$ cat src/rtl/serv_dbg_ctrl.sv
// rtl/serv_dbg_ctrl.sv - debug run-control sequencer for the SERV core
// Turns DM halt/resume, dcsr.step and ebreak into the decoder's debug-entry strobes.
module serv_dbg_ctrl #(
  parameter bit RESET_HALT = 1'b0,
  parameter int TMO_W      = 8
) (
  input  logic       clk,
  input  logic       i_rst_n,
  input  logic       i_dm_haltreq,
  input  logic       i_dm_resumereq,
  input  logic       i_dcsr_step,
  input  logic       i_dcsr_ebreakm,
  input  logic       i_ibus_ack,
  input  logic       i_cnt_done,
  input  logic       i_ebreak,
  input  logic       i_dret,
  output logic       o_dbg_halt,
  output logic       o_dbg_step,
  output logic       o_dm_halted,
  output logic       o_dm_running,
  output logic       o_dm_resumeack,
  output logic [2:0] o_cause,
  output logic       o_cause_we,
  output logic       o_halt_tmo
);

  typedef enum logic [2:0] {
    S_RUN       = 3'd0,
    S_HALT_REQ  = 3'd1,
    S_ENTER     = 3'd2,
    S_HALTED    = 3'd3,
    S_RESUME    = 3'd4,
    S_STEP_EXEC = 3'd5,
    S_STEP_ARM  = 3'd6
  } state_t;

  localparam state_t           RESET_STATE = RESET_HALT ? S_HALT_REQ : S_RUN;
  localparam logic [TMO_W-1:0] TMO_LAST    = {{(TMO_W-1){1'b1}}, 1'b0};

  state_t           state_q, state_d;
  logic [2:0]       cause_q, cause_d;
  logic [TMO_W-1:0] tmo_cnt_q, tmo_cnt_d;
  logic             seen_ack_q, seen_ack_d;
  logic             dbg_halt_q, dbg_halt_d;
  logic             dbg_step_q, dbg_step_d;
  logic             dm_halted_q, dm_halted_d;
  logic             dm_running_q, dm_running_d;
  logic             resumeack_q, resumeack_d;
  logic             cause_we_q, cause_we_d;
  logic             halt_tmo_q, halt_tmo_d;

  always_comb begin
    state_d     = state_q;
    cause_d     = cause_q;
    tmo_cnt_d   = '0;
    seen_ack_d  = 1'b0;
    resumeack_d = 1'b0;
    cause_we_d  = 1'b0;
    halt_tmo_d  = 1'b0;
    case (state_q)
      S_RUN: begin
        if (i_dm_haltreq) begin
          state_d = S_HALT_REQ;
        end else if (i_ebreak && i_dcsr_ebreakm && i_cnt_done) begin
          state_d = S_ENTER;
          cause_d = 3'd1;
        end
      end
      S_HALT_REQ: begin
        // Once requested, the halt stays committed even if haltreq drops.
        if (i_ibus_ack) begin
          state_d = S_ENTER;
          cause_d = 3'd3;
        end else if (tmo_cnt_q == TMO_LAST) begin
          halt_tmo_d = 1'b1;
        end else begin
          tmo_cnt_d = tmo_cnt_q + 1'b1;
        end
      end
      S_ENTER: begin
        if (i_cnt_done) begin
          state_d    = S_HALTED;
          cause_we_d = 1'b1;
        end
      end
      S_HALTED: begin
        if (i_dm_resumereq && !i_dm_haltreq) state_d = S_RESUME;
      end
      S_RESUME: begin
        if (i_dret && i_cnt_done) begin
          resumeack_d = 1'b1;
          state_d     = i_dcsr_step ? S_STEP_EXEC : S_RUN;
        end
      end
      S_STEP_EXEC: begin
        seen_ack_d = seen_ack_q | i_ibus_ack;
        if (i_cnt_done && (seen_ack_q || i_ibus_ack)) begin
          state_d    = S_STEP_ARM;
          seen_ack_d = 1'b0;
        end
      end
      S_STEP_ARM: begin
        if (i_ibus_ack) begin
          state_d = S_ENTER;
          cause_d = i_dm_haltreq ? 3'd3 : 3'd4;
        end
      end
      default: state_d = RESET_STATE;
    endcase

    // Status and strobes are decoded from the next state so they line up with state_q.
    dbg_halt_d   = (state_d == S_HALT_REQ) || ((state_d == S_STEP_ARM) && i_dm_haltreq);
    dbg_step_d   = (state_d == S_STEP_ARM) && !i_dm_haltreq;
    dm_halted_d  = (state_d == S_HALTED);
    dm_running_d = (state_d == S_RUN) || (state_d == S_HALT_REQ) ||
                   (state_d == S_STEP_EXEC) || (state_d == S_STEP_ARM);
  end

  always_ff @(posedge clk or negedge i_rst_n) begin
    if (!i_rst_n) begin
      state_q      <= RESET_STATE;
      cause_q      <= 3'd0;
      tmo_cnt_q    <= '0;
      seen_ack_q   <= 1'b0;
      dbg_halt_q   <= RESET_HALT;
      dbg_step_q   <= 1'b0;
      dm_halted_q  <= 1'b0;
      dm_running_q <= 1'b1;
      resumeack_q  <= 1'b0;
      cause_we_q   <= 1'b0;
      halt_tmo_q   <= 1'b0;
    end else begin
      state_q      <= state_d;
      cause_q      <= cause_d;
      tmo_cnt_q    <= tmo_cnt_d;
      seen_ack_q   <= seen_ack_d;
      dbg_halt_q   <= dbg_halt_d;
      dbg_step_q   <= dbg_step_d;
      dm_halted_q  <= dm_halted_d;
      dm_running_q <= dm_running_d;
      resumeack_q  <= resumeack_d;
      cause_we_q   <= cause_we_d;
      halt_tmo_q   <= halt_tmo_d;
    end
  end

  assign o_dbg_halt     = dbg_halt_q;
  assign o_dbg_step     = dbg_step_q;
  assign o_dm_halted    = dm_halted_q;
  assign o_dm_running   = dm_running_q;
  assign o_dm_resumeack = resumeack_q;
  assign o_cause        = cause_q;
  assign o_cause_we     = cause_we_q;
  assign o_halt_tmo     = halt_tmo_q;

endmodule

$ cat config.mk
export PLATFORM = sky130hd
export DESIGN_NAME = serv_dbg_ctrl
export DESIGN_NICKNAME = d
export VERILOG_FILES = /design/src/rtl/serv_dbg_ctrl.sv
export SDC_FILE = /design/constraint.sdc
export NUM_CORES = 1
export LEC_CHECK = 0
export ABC_CLOCK_PERIOD_IN_PS = 2900
export CORE_MARGIN = 2
export CORE_UTILIZATION = 54
export DETAILED_ROUTE_END_ITERATION = 10
export HOLD_SLACK_MARGIN = 0.06
export PLACE_DENSITY = 0.82
export SYNTH_ARGS = -nofsm -noshare
export SYNTH_HDL_FRONTEND = slang
export SYNTH_SLANG_ARGS = --single-unit
$ cat constraint.sdc
create_clock -name clk -period 2.9 [get_ports clk]
set_input_delay 0.435 -clock clk [delete_from_list [all_inputs] [get_ports clk]]
set_output_delay 0.435 -clock clk [all_outputs]
set_load 0.05 [all_outputs]
==> results.json <==
{
  "first_global_vias": 734,
  "clkSlewWorstSetupHoldPaths_ns": 0.11,
  "core_area_sq_mm": 0.00178,
  "design.die.area_sq_mm": 0.00232,
  "design.final.nets": 135,
  "min_period_over_period_pct": 71.2,
  "antenna_found_initial": 0,
  "number_of_different_library_cells_in_the_post_synthesis_netlist": 37,
  "num_io_pins": 20,
  "synth-edff-count": 0,
  "insertedDiodeCount": 0,
  "clock_latency_ns": 0.29,
  "ctsRootBufferMaster": "sky130_fd_sc_hd__clkbuf_4",
  "place_ws_ns": 0.798,
  "floorplan.initialDensity_pct": 59.0,
  "worst_ep_arrival_time_ns": 1.63,
  "cell_area_power_density_mw_per_mm2": 891,
  "cp_slowest_stage_delay_ns": 0.79,
  "worst_clock_skew_ns": 0.00660,
  "timing.final.max_slew_violations": 0,
  "mostFrequentLayoutCell": "sky130_fd_sc_hd__dfrtp_1",
  "cts_buffers": 3,
  "dp_hpwl_um": 1500,
  "number_of_nets_still_failing_antenna_checks_after_routing": 0,
  "yosys_warnings": 0,
  "outcome": "finished clean",
  "hold_viol_final": 0,
  "fmax_mhz": 484,
  "die_w_um": 48.1,
  "netlist_top_cells_area": "sky130_fd_sc_hd__dfrtp_1, sky130_fd_sc_hd__nor2_1, sky130_fd_sc_hd__xor2_1, sky130_fd_sc_hd__nand3_1, sky130_fd_sc_hd__dfstp_2",
  "worst_setup_path_start_kind": "flip-flop",
  "synth_area_per_cell_sq_um": 10.5,
  "main_synth_ff_type": "sky130_fd_sc_hd__dfrtp_1",
  "avgRoutedWirePerCell_um": 13.5,
  "finalCriticalPeriod_ns": 2.07,
  "final_core_utilization_pct": 73.0,
  "rsz0062_at_grt": "false",
  "timing.critical_path.cells": "clkdlybuf4s50_1",
  "globalRouteTotalUtil_pct": 20.3,
  "cap_violations": 0,
  "max_slew.worst_pin.slew_ns": 0.936,
  "design_power_total_mw": 1.16,
  "number_of_buffers_on_the_longest_clock_path": 2,
  "place.gp.congestion": 0.867,
  "worst_ep_required_time_ns": 2.47,
  "post_synth_arst_share_pct": 100,
  "fin_worst_hold_slack_ns": 0.493,
  "leakagePower_nw": 0.577,
  "global_route.overflow_total": 0,
  "holdBufCountCts": 0,
  "layout-drive-gt1-share_pct": 11.5,
  "dieHeight_um": 48.1,
  "ir_drop_mv": 0.585,
  "report.final.setup_viol": 0,
  "synth_top_area_share_pct": 49.9,
  "postPlaceCellArea_sq_mm": 0.00126,
  "worst-path-max-fanout": 1,
  "post_detailed_route_drc_marker_count": 0,
  "seq_area_frac_synth_pct": 52.4,
  "synth_top_cell_by_area": "sky130_fd_sc_hd__dfrtp_1",
  "finalNonFillerCells": 147,
  "setup_slack_ns": 0.835,
  "rows": 15,
  "post-cts-setup-buffers": 0,
  "post_cts_resize_count": 0,
  "grt_max_degree": 23,
  "tritoncts_num_sinks": 22,
  "routed_via_density": 5.40,
  "syn-num-nets": 112,
  "clock_tree_from_tritoncts": "done",
  "timing.setup.tns_ns": 0,
  "timing.setup.critical_path_class": "reg2out",
  "port_buffers": 19,
  "final_area_sq_mm": 0.00130,
  "final_wirelength_um": 1980,
  "mostFrequentLayoutCells": "sky130_fd_sc_hd__dfrtp_1, sky130_fd_sc_hd__clkdlybuf4s50_1, sky130_fd_sc_hd__nor2_1, sky130_fd_sc_hd__nand3_1, sky130_fd_sc_hd__inv_1",
  "critPathSlowestCell": "sky130_fd_sc_hd__clkdlybuf4s50_1",
  "global_route_wire_length_before_repair_um": 3200,
  "syn2layout_area_growth_pct": 23.7,
  "routed-via-count": 794,
  "cp_num_buf_inv": 1,
  "synth_area_sq_mm": 0.00105,
  "timing.hold.worst.class": "reg2reg",
  "maxSlewHeadroom_pct": 37.4,
  "fillerInstances": 126,
  "synthCells": 100,
  "htree_num_levels": 1,
  "dp.cells": 143,
  "crit_family": "buffers and inverters",
  "postSynthRegisterBits": 22,
  "drt_iter0_markers": 24,
  "critPathCaptureType": "primary output",
  "first_pass_iters": 4
}
## path summary, 6_finish.rpt
path,start,to,slack (ns),depth (start not counted)
worst max-delay path,o_dm_running,o_dm_running,0.83,1
worst min-delay path,o_cause[2],o_cause[2],0.49,1
worst max register to register,state_q[0],o_dbg_halt,1.18,5
worst min register to register,o_cause[2],o_cause[2],0.49,1
max in group asynchronous,i_rst_n,o_dm_running,1.59,2
min in group asynchronous,i_rst_n,o_dm_halted,0.65,1
## where the power goes
part / total, mW / switching [mW] / internal, mW
combinational: 0.532 / 0.331 / 0.201
clock: 0.160 / 0.0831 / 0.0764
sequential: 0.468 / 0.0858 / 0.382
## final cells by class
type                       count  area (sq um)  area share, %
inverter                       6          22.5           1.73
clock buffer                   4          36.3           2.79
tap                           25          31.3           2.40
multi-input combinational     70           462           35.5
sequential                    22           552           42.4
timing repair buffer          20           198           15.2
## cells in the mapped netlist (2+ instances only)
master / n
sky130_fd_sc_hd__and3_1: 3
sky130_fd_sc_hd__nor2_1: 13
sky130_fd_sc_hd__o21ai_0: 4
sky130_fd_sc_hd__a21o_1: 2
sky130_fd_sc_hd__inv_1: 6
sky130_fd_sc_hd__xor2_1: 5
sky130_fd_sc_hd__ha_1: 2
sky130_fd_sc_hd__nand3_1: 7
sky130_fd_sc_hd__nor3b_1: 2
sky130_fd_sc_hd__nand2_1: 4
sky130_fd_sc_hd__nor3_1: 3
sky130_fd_sc_hd__a22oi_1: 2
sky130_fd_sc_hd__a21oi_1: 2
sky130_fd_sc_hd__nor2b_1: 2
sky130_fd_sc_hd__dfrtp_1: 21
## sequential cells by signal, summed over array words and instances (netlist names)
name	flops
o_dbg_halt	1
o_cause_we	1
o_dm_halted	1
o_dm_resumeack	1
o_dbg_step	1
o_cause	3
seen_ack_q	1
tmo_cnt_q	8
o_dm_running	1
o_halt_tmo	1
state_q	3
## per-layer routing
layer | routed length (um) | global-route usage (%) | share of wire [%]
met3 | 123 | 3.33 | 6.2
met2 | 979 | 35.3 | 49
met5 | 0 | 0 | 0
met1 | 865 | 25.6 | 44
met4 | 12 | 6.49 | 0.61
## cell families (layout without fill, tap and decap cells)
| family | count (synthesis) | in the layout | synth area share, % |
|---|---|---|---|
| simple gates | 44 | 44 | 23.3 |
| flops | 22 | 22 | 52.4 |
| compound gates | 18 | 18 | 13.2 |
| buf+inv | 8 | 30 | 3.69 |
| xor+xnor | 6 | 6 | 4.99 |
| fa+ha+maj | 2 | 2 | 2.38 |
(Power assumes the default switching activity.)
